<file path="config.mk">
export PLATFORM = sky130hd
export DESIGN_NAME = fetch_stage
export DESIGN_NICKNAME = d
export VERILOG_FILES = /design/src/rtl/fetch_stage_pkg.sv /design/src/rtl/fetch_stage_flopenrc.sv /design/src/rtl/fetch_stage.sv
export SDC_FILE = /design/constraint.sdc
export NUM_CORES = 1
export LEC_CHECK = 0
export ABC_AREA = 1
export BUFFER_PORTS_ARGS = -buffer_cell sky130_fd_sc_hd__buf_4
export CAP_MARGIN = 20
export CORE_UTILIZATION = 30
export DETAILED_ROUTE_END_ITERATION = 8
export GPL_TIMING_DRIVEN = 0
export SLEW_MARGIN = 40
export SYNTH_ARGS = -nofsm -noshare
export SYNTH_HDL_FRONTEND = slang
export SYNTH_HIERARCHICAL = 1
export SYNTH_SLANG_ARGS = --single-unit
export TNS_END_PERCENT = 50
</file>
<file path="constraint.sdc">
create_clock -name clk -period 4.4 [get_ports clk]
set_input_delay 0.88 -clock clk [delete_from_list [all_inputs] [get_ports clk]]
set_output_delay 0.88 -clock clk [all_outputs]
set_load 0.02 [all_outputs]
</file>
<file path="src/rtl/fetch_stage_pkg.sv">
// Shared types and constants for the fetch stage.
// Holds the IF/ID bundle, the NOP encoding and the default reset PC.
package fetch_stage_pkg;

    localparam int XLEN = 32;

    localparam logic [XLEN-1:0] NOP_INSTR = 32'h00000013;

    localparam logic [XLEN-1:0] DEFAULT_RESET_PC = 32'h00000000;

    typedef struct packed {
        logic [XLEN-1:0] instr;
        logic [XLEN-1:0] pc;
        logic [XLEN-1:0] pc_plus4;
        logic            valid;
    } if_id_t;

    localparam if_id_t IF_ID_BUBBLE = '{
        instr:    NOP_INSTR,
        pc:       '0,
        pc_plus4: '0,
        valid:    1'b0
    };

    // Clear the byte-offset bits so fetch stays word aligned.
    function automatic logic [XLEN-1:0] word_align(
        input logic [XLEN-1:0] a
    );
        return a & ~(XLEN'(3));
    endfunction

endpackage

</file>
<file path="src/rtl/fetch_stage_flopenrc.sv">
// Resettable register with enable and synchronous clear.
// Async reset wins, then clear, then enable.
module flopenrc #(
    parameter int               WIDTH   = 32,
    parameter logic [WIDTH-1:0] RST_VAL = '0,
    parameter logic [WIDTH-1:0] CLR_VAL = '0
) (
    input  logic             clk,
    input  logic             reset,
    input  logic             en,
    input  logic             clr,
    input  logic [WIDTH-1:0] d,
    output logic [WIDTH-1:0] q
);

    // Register update: reset, then clear, then load on enable.
    always_ff @(posedge clk or negedge reset) begin
        if (!reset) begin
            q <= RST_VAL;
        end else if (clr) begin
            q <= CLR_VAL;
        end else if (en) begin
            q <= d;
        end
    end

endmodule

</file>
<file path="src/rtl/fetch_stage.sv">
// Instruction fetch stage: PC register and IF/ID pipeline register.
// Define FETCH_PERF_EN to add the FetchCount load counter output.
module fetch_stage
    import fetch_stage_pkg::*;
#(
    parameter logic [XLEN-1:0] RESET_PC = DEFAULT_RESET_PC
) (
    input  logic            clk,
    input  logic            reset,
    input  logic            StallF,
    input  logic            StallD,
    input  logic            FlushD,
    input  logic            PCSrcE,
    input  logic [XLEN-1:0] PCTargetE,
    input  logic [XLEN-1:0] InstrF,
`ifdef FETCH_PERF_EN
    output logic [XLEN-1:0] FetchCount,
`endif
    output logic [XLEN-1:0] PCF,
    output logic [XLEN-1:0] InstrD,
    output logic [XLEN-1:0] PCD,
    output logic [XLEN-1:0] PCPlus4D,
    output logic            ValidD
);

    logic [XLEN-1:0] PCPlus4F;
    logic [XLEN-1:0] PCNextF;
    logic            pc_en;
    logic            load_d;
    if_id_t          if_id_d;
    if_id_t          if_id_q;

    // Next-PC selection; a redirect beats a fetch stall.
    always_comb begin
        PCPlus4F = PCF + XLEN'(4);
        PCNextF  = PCPlus4F;
        pc_en    = ~StallF | PCSrcE;
        if (PCSrcE) begin
            PCNextF = word_align(PCTargetE);
        end
    end

    flopenrc #(
        .WIDTH  (XLEN),
        .RST_VAL(RESET_PC),
        .CLR_VAL(RESET_PC)
    ) u_pc_reg (
        .clk  (clk),
        .reset(reset),
        .en   (pc_en),
        .clr  (1'b0),
        .d    (PCNextF),
        .q    (PCF)
    );

    // Bundle the fetched instruction for decode.
    always_comb begin
        if_id_d          = IF_ID_BUBBLE;
        if_id_d.instr    = InstrF;
        if_id_d.pc       = PCF;
        if_id_d.pc_plus4 = PCPlus4F;
        if_id_d.valid    = 1'b1;
        load_d           = ~FlushD & ~StallD;
    end

    flopenrc #(
        .WIDTH  ($bits(if_id_t)),
        .RST_VAL(IF_ID_BUBBLE),
        .CLR_VAL(IF_ID_BUBBLE)
    ) u_if_id_reg (
        .clk  (clk),
        .reset(reset),
        .en   (~StallD),
        .clr  (FlushD),
        .d    (if_id_d),
        .q    (if_id_q)
    );

    assign InstrD   = if_id_q.instr;
    assign PCD      = if_id_q.pc;
    assign PCPlus4D = if_id_q.pc_plus4;
    assign ValidD   = if_id_q.valid;

`ifdef FETCH_PERF_EN
    logic [XLEN-1:0] fetch_count_next;

    // Count real IF/ID loads; wraps naturally at 2^32.
    always_comb begin
        fetch_count_next = FetchCount + XLEN'(1);
    end

    flopenrc #(
        .WIDTH  (XLEN),
        .RST_VAL('0),
        .CLR_VAL('0)
    ) u_fetch_cnt (
        .clk  (clk),
        .reset(reset),
        .en   (load_d),
        .clr  (1'b0),
        .d    (fetch_count_next),
        .q    (FetchCount)
    );
`else
    logic unused_load_d;
    assign unused_load_d = load_d;
`endif

endmodule
</file>
# ---- Yosys cells after proc, flatten, opt, wreduce, memory -nomap -nowiden
# Cells that the tools add are included.
dict set report op_classes {
  n_mux 3
  n_bitwise 2
  addsub 1
  eq_ne 1
}
# cell count
set ops {}
lappend ops {{$mux 97} 2}
lappend ops {{$add 32x3->32 const B} 1}
lappend ops {{$mux 32} 1}
lappend ops {{$ne 2x1->1 const B} 1}
lappend ops {{$not 1->1} 1}
lappend ops {{$or 1x1->1} 1}
dict set report word_totals {
  register_bits 129
  input_bits 70
  out_inout_bits 129
}

# ---- Logic depth before layout (Yosys ltp)
dict set report depth {
  depth_word 3
  ltp_mapped 12
}

# ---- Cells and area by module
# Netlist, hierarchy kept.
# module cells_per_inst area_each_um2 n_inst
set by_module_without_submodules {}
lappend by_module_without_submodules {{flopenrc at u_if_id_reg} 421 3812.4 1}
lappend by_module_without_submodules {{flopenrc at u_pc_reg} 140 1351.3 1}
lappend by_module_without_submodules {fetch_stage 277 1343.8 1}

# ---- Worst setup path after synthesis
# Ideal clock, no wire load.
dict set report synth_timing {
  path_kind {in2reg}
  startpoint {input port PCSrcE}
  endpoint {register u_pc_reg.q[2]}
  setup_slack_ns 2.495
  cell_stages 8
  arrival_time_ns 1.840
  t_required_ns 4.335
  path_cell_list {clkbuf_1 > inv_1 > buf_2 > nand2_1 > buf_4 > buf_2 > nand3_1 > nand2_1}
}
dict set report synth_via {
  elab_chain_len 1
  word_cells_on_any_way 2
}
# element line
set synth_rtl {}
lappend synth_rtl {{from (decl)} fetch_stage.sv:13} ;# input logic PCSrcE,
lappend synth_rtl {{$or 1x1->1} fetch_stage.sv:37} ;# pc_en = ~StallF | PCSrcE;
lappend synth_rtl {{named net pc_en} fetch_stage.sv:28} ;# logic pc_en;
lappend synth_rtl {{to (signal assigned)} fetch_stage_flopenrc.sv:19} ;# q <= RST_VAL;
lappend synth_rtl {{to (signal assigned)} fetch_stage_flopenrc.sv:21} ;# q <= CLR_VAL;
lappend synth_rtl {{to (signal assigned)} fetch_stage_flopenrc.sv:23} ;# q <= d;
lappend synth_rtl {{to (decl)} fetch_stage_flopenrc.sv:13} ;# output logic [WIDTH-1:0] q
# The timed path passes the listed nets, and every way through them passes these cells.
# A chain may end at the register's enable or synchronous reset.

# ---- Final worst setup path
dict set report layout_timing {
  startpoint {register u_pc_reg.q[17]}
  endpoint {output port PCF[17]}
}
# element line
set layout_lines {}
lappend layout_lines {{to (decl)} fetch_stage.sv:19} ;# output logic [XLEN-1:0] PCF,
# No word-level cell between the ends.

==> Implementation_results.wiki <==
{| class="wikitable"
! Metric !! Value
|-
| Clock tree from TritonCTS || done
|-
| Final weighted congestion of routability-driven global placement || ~0.93
|-
| Detailed Route Iter0 Violations || 328
|-
| Post-DP HPWL || 15900 um
|-
| Die height || roughly 150 um
|-
| Sinks on the clock net || 129
|-
| Register bit count reported by yosys || approximately 130
|-
| Crit path capture type || output port
|-
| Maximum fanout count along the critical path || 6
|-
| Status || finished clean
|-
| Crit share post-route || 0.465
|-
| Total clock buffers created by CTS || 17
|-
| Net count of the finished layout || 1126
|-
| Total congestion overflow after global routing || 0
|-
| Total Die Area || between 0.02 and 0.025 mm^2
|-
| CP Buf/Inv Count || 1
|-
| Drc violations || 0
|-
| Sequential fraction of the synthesis area || 0.497
|-
| Ratio of routed vias to standard cells || around 4.6
|-
| PwrDens || 355 mW/mm^2
|-
| Synth Warn # || 6
|-
| Count of hold-fix buffers inserted at cts || 0
|-
| Number of instances in the synthesized netlist || 838
|-
| Via count of the first global-routing pass || 5711
|-
| Minimum setup slack among reg-to-reg paths || about 2500 ps
|-
| Number of max-slew violations in the final report || 0
|-
| Layout-stage area growth over the synthesis result || 38.2%
|-
| Effective utilization at floorplan || 0.308
|-
| Commonest non-fill, non-tap cells in the layout || sky130_fd_sc_hd__nand2_1 (421), sky130_fd_sc_hd__buf_4 (201), sky130_fd_sc_hd__nand3_1 (129), sky130_fd_sc_hd__dfrtp_1 (126), sky130_fd_sc_hd__nor2_1 (28)
|-
| Detail Route Antenna Nets || 0
|-
| Utilization after layout || 0.425
|-
| Final worst clock skew || roughly 10 ps
|-
| Summed instance area of the synthesized netlist || 0.00651 mm^2
|-
| Kind of start point of the critical path || register
|-
| Maximum cell stage delay along the critical path || 540 ps
|-
| Port-buffer cells || 195
|-
| Fmax || 488 MHz
|-
| CTS resizes || 0
|-
| Critical path data arrival time || 1170 ps
|-
| Req. time, crit path || between 3000 and 4000 ps
|-
| Leakage || 4.98 nW
|-
| Aggregate routed wire length || roughly 21000 um
|-
| RSZ-0062 raised after global routing || false
|-
| Total global-route track usage || 0.193
|-
| Cell breakdown of the critical path || buf_4
|-
| Share of the synthesized area in the top cell type || 0.485
|-
| Register clock-pin slew on the reported worst setup and hold paths || around 60 ps
|-
| Clock Root Buffer || sky130_fd_sc_hd__clkbuf_16
|-
| Post-synth top area cell || sky130_fd_sc_hd__dfrtp_1
|-
| Most common library cell in the layout ignoring fill and taps || sky130_fd_sc_hd__nand2_1
|-
| I/O pins || 199
|-
| Core Box Area || 0.0212 mm^2
|-
| Post-layout min period || a little over 2000 ps
|-
| Number of antenna violations at the first check in global routing || 0
|-
| Final hold violation count || 0
|-
| HP Class || input pin to asynchronous set/reset pin
|-
| Mean area per synthesized cell || ~7.8 um^2
|-
| Crit path launch || u_pc_reg/q[17]$_DFFE_PN0P_
|-
| Routed length per placed instance || ~16 um
|-
| Biggest area contributors in the synthesized netlist || sky130_fd_sc_hd__dfrtp_1 (48%), sky130_fd_sc_hd__nand2_1 (24%), sky130_fd_sc_hd__nand3_1 (9.9%)
|-
| Number of antenna diodes || 0
|-
| Insertion delay of the later-clocked pin in the worst-skew pair || around 430 ps
|-
| Max-cap check violation count || 0
|-
| Largest vdd supply drop || 0.000213 V
|-
| Number of detailed-route iterations in the first pass || 4
|-
| Pin count of the biggest net entering global routing || 53
|-
| Endpoint of the worst-slack reg-to-reg timing path || u_pc_reg/q[24]$_DFFE_PN0P_
|-
| Slowest library cell on the worst path || sky130_fd_sc_hd__dfrtp_1
|-
| Number of fill cells || between 2000 and 2500
|-
| Endpoints failing setup || 0
|-
| Crit-path leading delay family || flip-flops
|-
| Maximum clock path buffer count || 2
|-
| Count of vias placed by the detailed router || 6135
|-
| Global-route wire length before repair || 32400 um
|-
| RR Startpoint || u_pc_reg/q[2]$_DFFE_PN0P_
|-
| Die width || 149 um
|-
| Share of final-layout standard cells stronger than drive strength 1 || 0.284
|-
| Length in cells of the worst reg-to-reg path || 12
|-
| Type of the worst setup path || register to output port
|-
| Slew at the pin closest to its max-slew limit || 587 ps
|-
| Worst hold slack after final layout || between 300 and 400 ps
|-
| Count of unique library cells instantiated by Yosys || 28
|-
| Maximum level of the CTS H-tree || 4
|-
| Setup Fix Bufs, Post-CTS || 0
|-
| Design Power || 3.20 mW
|-
| Tightest slew margin relative to the limit || 0.609
|-
| Standard-cell row count || 53
|-
| Total negative setup slack || 0 ps
|}
==> power breakdown <==
part	switching (mW)	internal, mW	leakage [nW]
logic	0.256	0.172	2.94
clock network	0.551	0.923	0.293
registers	0.0563	1.24	1.74
total	0.863	2.33	4.98
==> cell usage after synthesis (all sizes together) <==
cell type / n
xor2: 11
ha: 1
inv: 22
nand3: 134
nand2: 429
conb: 2
dfstp: 3
buf: 39
nand3b: 7
xnor2: 4
nor2: 43
o21ai: 1
and2: 4
dfrtp: 126
clkbuf: 9
a21oi: 3
==> worst reg2reg max path: stages (launching register included) <==
cell and delay (ps):
sky130_fd_sc_hd__dfrtp_1 480, sky130_fd_sc_hd__ha_1 250, sky130_fd_sc_hd__nand2_1 80, sky130_fd_sc_hd__nor2_2 190, sky130_fd_sc_hd__nand2_1 120, sky130_fd_sc_hd__nor2_4 180
sky130_fd_sc_hd__nand2_1 70, sky130_fd_sc_hd__nand2_1 50, sky130_fd_sc_hd__nand2_1 70, sky130_fd_sc_hd__nand2_1 70, sky130_fd_sc_hd__nand2_1 50, sky130_fd_sc_hd__nand3_1 80
sky130_fd_sc_hd__nand2_1 60
==> worst max path at each step <==
stage,to,cells after the start
detailed placement,u_pc_reg/q[9]$_DFFE_PN0P_,8
CTS,PCF[17],1
global route,PCF[27],1
finish,PCF[17],1
global placement,u_if_id_reg/q[6]$_DFFE_PN0P_,1
floorplan,u_pc_reg/q[2]$_DFFE_PN0P_,8
==> per-stage QoR <==
step	instances	setup WS, ps	cell area, um^2
final	1343	2350	9000
after detailed placement	1311	2150	8380
after global placement	1309	1900	8320
after global routing	1343	2300	9000
after floorplan	839	2500	6510
after CTS	1343	2330	9000
==> cells by family after synthesis <==
family | count (synthesis) | synth area share
DFF | 129 | 0.497
buffers and inverters | 70 | 0.0563
and+or+nand+nor | 617 | 0.413
AOI/OAI and AO/OA | 4 | 0.00307
xor gates and xnor gates | 15 | 0.0283
adders and majority gates | 1 | 0.00192
other | 2 | 0.00115
==> cell type report <==
cell class / count / area [um^2] / share of cell area
clock inverters: 12 / 158 / 0.0175
repair buffers: 197 / 1530 / 0.170
flip-flops and latches: 129 / 3230 / 0.359
inverters: 22 / 82.6 / 0.00918
multi-input cells: 640 / 2910 / 0.324
well taps: 275 / 344 / 0.0382
clock buffers: 20 / 457 / 0.0508
plain buffers: 48 / 284 / 0.0316
==> registers in the layout, summed over array words and instances (netlist names) <==
register / flops
u_pc_reg/q: 32
u_if_id_reg/q: 97
==> metal layers <==
metal  share of wire  global-route usage
met1            0.44               0.254
met5               0                   0
met2            0.47               0.316
met3           0.076              0.0498
met4          0.0097              0.0429
Note: power is estimated with default switching activity, not from simulation.
